## config.mk

```make
export PLATFORM = sky130hd
export DESIGN_NAME = adder_serial_ctrl
export DESIGN_NICKNAME = d
export VERILOG_FILES = /design/src/rtl/adder_serial_ctrl.sv
export SDC_FILE = /design/constraint.sdc
export NUM_CORES = 1
export LEC_CHECK = 0
export ABC_AREA = 1
export BUFFER_PORTS_ARGS = -buffer_cell sky130_fd_sc_hd__clkbuf_2
export CORE_AREA = 10 10 69 71
export CTS_CLUSTER_DIAMETER = 80
export CTS_CLUSTER_SIZE = 14
export DETAILED_ROUTE_END_ITERATION = 16
export DIE_AREA = 0 0 79 81
export PLACE_DENSITY = 0.8
export SLEW_MARGIN = 25
export SYNTH_ARGS = -nofsm -noshare
export SYNTH_HDL_FRONTEND = slang
export SYNTH_SLANG_ARGS = --single-unit
```

## constraint.sdc

```tcl
create_clock -name clk_i -period 1.44 [get_ports clk_i]
set_input_delay 0.432 -clock clk_i [delete_from_list [all_inputs] [get_ports clk_i]]
set_output_delay 0.432 -clock clk_i [all_outputs]
set_load 0.02 [all_outputs]
```

## src/rtl/adder_serial_ctrl.sv

```systemverilog
// -----------------------------------------------------------------------------
// adder_serial_ctrl
//   Word-level valid/ready front end for a bit-serial adder. Two W-bit operands
//   are accepted in IDLE, presented LSB-first to the serial adder one bit per
//   clock, the sum bits and the final carry are gathered into a W+1-bit result,
//   and the result is held until the consumer takes it.
//
// Ports
//   clk_i        clock, rising edge
//   rst_i        synchronous active-high reset
//   in_valid_i   producer offers in_a_i / in_b_i
//   in_ready_o   block is idle and will take operands
//   in_a_i       operand A (unsigned, W bits)
//   in_b_i       operand B (unsigned, W bits)
//   out_valid_o  out_sum_o holds a finished result
//   out_ready_i  consumer takes out_sum_o
//   out_sum_o    in_a + in_b, bit W is the carry-out
//   ser_a_o      serial bit to adder input A
//   ser_b_o      serial bit to adder input B
//   ser_clr_o    clears the adder carry at the next rising edge
//   ser_o_i      serial sum bit returned by the adder
// -----------------------------------------------------------------------------
module adder_serial_ctrl #(
    parameter int unsigned W = 8
) (
    input  logic         clk_i,
    input  logic         rst_i,
    input  logic         in_valid_i,
    output logic         in_ready_o,
    input  logic [W-1:0] in_a_i,
    input  logic [W-1:0] in_b_i,
    output logic         out_valid_o,
    input  logic         out_ready_i,
    output logic [W:0]   out_sum_o,
    output logic         ser_a_o,
    output logic         ser_b_o,
    output logic         ser_clr_o,
    input  logic         ser_o_i
);

    localparam int unsigned     CNT_W    = $clog2(W) + 1;
    localparam logic [CNT_W-1:0] LAST_BIT = CNT_W'(W - 1);

    typedef enum logic [1:0] {
        ST_IDLE,
        ST_SHIFT,
        ST_CARRY,
        ST_DONE
    } state_e;

    state_e           state_q,     state_d;
    logic [W-1:0]     a_sh_q,      a_sh_d;
    logic [W-1:0]     b_sh_q,      b_sh_d;
    logic [W-1:0]     acc_q,       acc_d;
    logic [CNT_W-1:0] cnt_q,       cnt_d;
    logic [W:0]       sum_q,       sum_d;
    logic             in_ready_q,  in_ready_d;
    logic             out_valid_q, out_valid_d;
    logic             ser_clr_q,   ser_clr_d;

    // Next-state and datapath updates
    always_comb begin
        state_d = state_q;
        a_sh_d  = a_sh_q;
        b_sh_d  = b_sh_q;
        acc_d   = acc_q;
        cnt_d   = cnt_q;
        sum_d   = sum_q;

        unique case (state_q)
            ST_IDLE: begin
                if (in_valid_i) begin
                    a_sh_d  = in_a_i;
                    b_sh_d  = in_b_i;
                    acc_d   = '0;
                    cnt_d   = '0;
                    state_d = ST_SHIFT;
                end
            end
            ST_SHIFT: begin
                // Sum bits enter at the top; after W shifts bit 0 holds the LSB.
                acc_d  = W'({ser_o_i, acc_q} >> 1);
                a_sh_d = a_sh_q >> 1;
                b_sh_d = b_sh_q >> 1;
                cnt_d  = cnt_q + CNT_W'(1);
                if (cnt_q == LAST_BIT) begin
                    state_d = ST_CARRY;
                end
            end
            ST_CARRY: begin
                // Shift registers are empty here, so ser_o_i is the bare carry-out.
                sum_d   = {ser_o_i, acc_q};
                state_d = ST_DONE;
            end
            ST_DONE: begin
                if (out_ready_i) begin
                    state_d = ST_IDLE;
                end
            end
            default: begin
                state_d = ST_IDLE;
            end
        endcase

        // Handshake/control outputs are registered copies of the next state decode.
        in_ready_d  = (state_d == ST_IDLE);
        out_valid_d = (state_d == ST_DONE);
        ser_clr_d   = (state_d == ST_IDLE);
    end

    // State and datapath registers
    always_ff @(posedge clk_i) begin
        if (rst_i) begin
            state_q     <= ST_IDLE;
            a_sh_q      <= '0;
            b_sh_q      <= '0;
            acc_q       <= '0;
            cnt_q       <= '0;
            sum_q       <= '0;
            in_ready_q  <= 1'b1;
            out_valid_q <= 1'b0;
            ser_clr_q   <= 1'b1;
        end else begin
            state_q     <= state_d;
            a_sh_q      <= a_sh_d;
            b_sh_q      <= b_sh_d;
            acc_q       <= acc_d;
            cnt_q       <= cnt_d;
            sum_q       <= sum_d;
            in_ready_q  <= in_ready_d;
            out_valid_q <= out_valid_d;
            ser_clr_q   <= ser_clr_d;
        end
    end

    // Shift registers drain to zero by CARRY and stay zero in DONE/IDLE,
    // so their LSBs drive the serial inputs directly.
    assign ser_a_o     = a_sh_q[0];
    assign ser_b_o     = b_sh_q[0];
    assign ser_clr_o   = ser_clr_q;
    assign in_ready_o  = in_ready_q;
    assign out_valid_o = out_valid_q;
    assign out_sum_o   = sum_q;

endmodule

```

==> run summary <==
CP Data Arrival Time - 0.88 ns
reg-to-reg startpoint - state_q[1]
GR Overflow Total - 0
Die Span Y - 81 um
Reg power frac - 60.0%
flop2flop setup slack - 0.16 ns
H-tree depth - 2
gr usage total - 12.04%
CTS Hold Bufs - 0
Period minus WS final - 1.311 ns
worst vdd ir - 603.6 uV
initial DRC count - 104
non-filler instance count after layout - 334
synthesis-to-finish area growth - 16.03%
post-CTS sizing - 0
layout cells sized above 1 - 18.18%
delay of the slowest cell on the worst path - 0.36 ns
hold path startpoint - in_b_i[7]
Post-CTS Setup Inserts - 0
Int Pwr - 1.468 mW
worst reg2reg path endpoint - a_sh_q[5]
#FFs+latches synth - 41
Die Area - 0.006399 mm^2
TNS Setup - 0 ns
maximum net fanout on the critical path - 2
starting density of the core - 49.40%
routability congestion estimate - 0.8124
Synth Cell Area - 0.001740 mm^2
status - complete, no violations
number of global-route vias before repair - 1384
Setup-failing EPs final - 0
Reg2Reg Depth - 7
fmax - 763.0 MHz
final hold violations - 0
Slew @ Worst Pin - 0.2534 ns
clock latency on the worst-skew pair - 0.34 ns
syn_nets - 270
Synth Warn # - 0
CTS Sinks - 41
cts bufs inserted - 5
CTS Buffer Depth - 2
Placed Cells - 326
drt pass-1 iters - 4
kind of critical path - flop to output port
clock power share - 27.2%
Switch Pwr - 526.7 uW
RSZ-0062 raised after global routing - no
final hold slack - 0.3033 ns
dpl cell area - 0.001971 mm^2
vias per cell - 4.760
CTS tree - yes
buffers plus inverters on the worst setup path - 1
CP startpoint kind - flop
leakage dissipation - 0.9968 nW
site row count - 22
Clock Skews - 0.008701 ns
DR DRC count - 0
die width - 79 um
WL final - 3.780 mm
I/O pins - 35
post-synthesis cell type count - 17
crit path capture type - output port
slowest CP cell - dfxtp_1
clock-pin slew on the worst setup and hold paths - 0.11 ns
pwr dens - 987.6 mW/mm^2
I/O Buffers - 34
NumNets Final - 307
worst path cell trace - clkbuf_2
Max Cap Violations - 0
diode count - 0
Synth Instances - 248
sequential share of the synthesized area - 47.16%
wire length per cell - 11.32 um
Top delay family on crit path - flip-flops
worst path required time - 1.01 ns
DP HPWL - 2.715 mm
Hold EP - b_sh_q[7]
initial antenna violation count - 0
core area - 0.003523 mm^2
via count - 1590
Final ANT Viol Nets - 0
Comb pwr share - 12.8%
Clock Tree Root - clkbuf_4
global-route wire length before repair - 6.251 mm
switching share of total power - 26.41%
Mean Syn Cell Area - 7.018 um^2
pin count of the biggest net entering global routing - 23
fin area - 0.002019 mm^2
hold path cells - 3
Final Max Tran Viols - 0
worst hold path class - primary input to flop
final cycle utilization of the critical path - 91.01%
Slew headroom - 83.00%
[cell usage after synthesis]
cell type	n	share of area, %
nand3_1	42	12
clkbuf_1	2	0.43
inv_2	1	0.22
o21ai_1	1	0.29
buf_6	2	1.3
inv_1	20	4.3
nand2_1	55	12
ha_1	1	0.72
nor2_1	46	9.9
buf_2	6	1.7
clkinv_1	1	0.22
nor2_4	2	1.3
o21ai_0	10	2.9
dfxtp_1	41	47
a21oi_1	14	4.0
clkbuf_2	1	0.29
buf_4	3	1.3
[layout make-up]
type / count / area, um^2
repair buffers: 44 / 257.7
fillers: 365 / 1504
clock buffers: 8 / 48.80
multi-input cells: 171 / 749.5
flip-flops and latches: 41 / 820.8
inverters: 22 / 82.58
well taps: 48 / 60.06
[how the worst max path moves through the flow]
stage,from,end,slack (ns),cells past startpoint
after floorplan,in_valid_i,a_sh_q[3],0.29,7
after global placement,in_valid_i,ser_clr_o,0.22,7
after detailed placement,state_q[1],a_sh_q[5],0.19,7
after CTS,out_sum_o[4],out_sum_o[4],0.11,1
after global routing,state_q[1],a_sh_q[5],0.04,7
final,out_sum_o[4],out_sum_o[4],0.13,1
[routing by layer]
layer | routed length [um] | GRT usage [%]
met5 | 0 | 0
met3 | 232 | 5.188
met1 | 1762 | 14.79
met4 | 32 | 3.763
met2 | 1753 | 18.68
[logic make-up (layout without fill, tap and decap cells)]
family | count (synthesis) | after routing | synth area share (%)
AND/OR/NAND/NOR | 145 | 145 | 35.15
flip-flops | 41 | 41 | 47.16
buffers and inverters | 36 | 74 | 9.776
AO/OA/AOI/OAI | 25 | 25 | 7.189
adder cells (fa/ha/maj) | 1 | 1 | 0.7188
[power groups by stage]
stage	logic [mW]	registers, mW	clock network [mW]
after global placement	0.253	1.22	0
after detailed placement	0.255	1.22	0
after floorplan	0.171	1.22	0
after CTS	0.256	1.20	0.561
after global routing	0.289	1.20	0.603
final	0.256	1.20	0.543
[registers in the layout, summed over array words and instances (netlist names)]
signal / count
out_sum_o: 9
a_sh_q: 8
ser_clr_o: 1
b_sh_q: 8
acc_q: 8
cnt_q: 4
state_q: 2
out_valid_o: 1
[metrics by stage]
stage               setup WS, ns  total power [mW]  utilization [%]
detailed placement        0.1910             1.477            55.93
global placement          0.2163             1.473            55.93
finish                    0.1294             1.994            57.32
global route             0.03617             2.095            57.32
floorplan                 0.2915             1.395                -
CTS                       0.1136             2.014            57.32
[cell usage in the layout (no fill, tap or decap)]
| master | synthesis | final |
|---|---|---|
| nand2_1 | 55 | 55 |
| nor2_1 | 46 | 46 |
| nand3_1 | 42 | 42 |
| dfxtp_1 | 41 | 41 |
| clkbuf_2 | 1 | 34 |
| inv_1 | 20 | 20 |
| a21oi_1 | 14 | 14 |
| o21ai_0 | 10 | 10 |
| buf_4 | 3 | 9 |
| clkbuf_4 | 0 | 5 |
| clkbuf_1 | 2 | 3 |
| nor2_4 | 2 | 2 |
| clkinv_1 | 1 | 1 |
| inv_2 | 1 | 1 |
| o21ai_1 | 1 | 1 |
| ha_1 | 1 | 1 |
| buf_12 | 0 | 1 |
(Power assumes the default switching activity.)
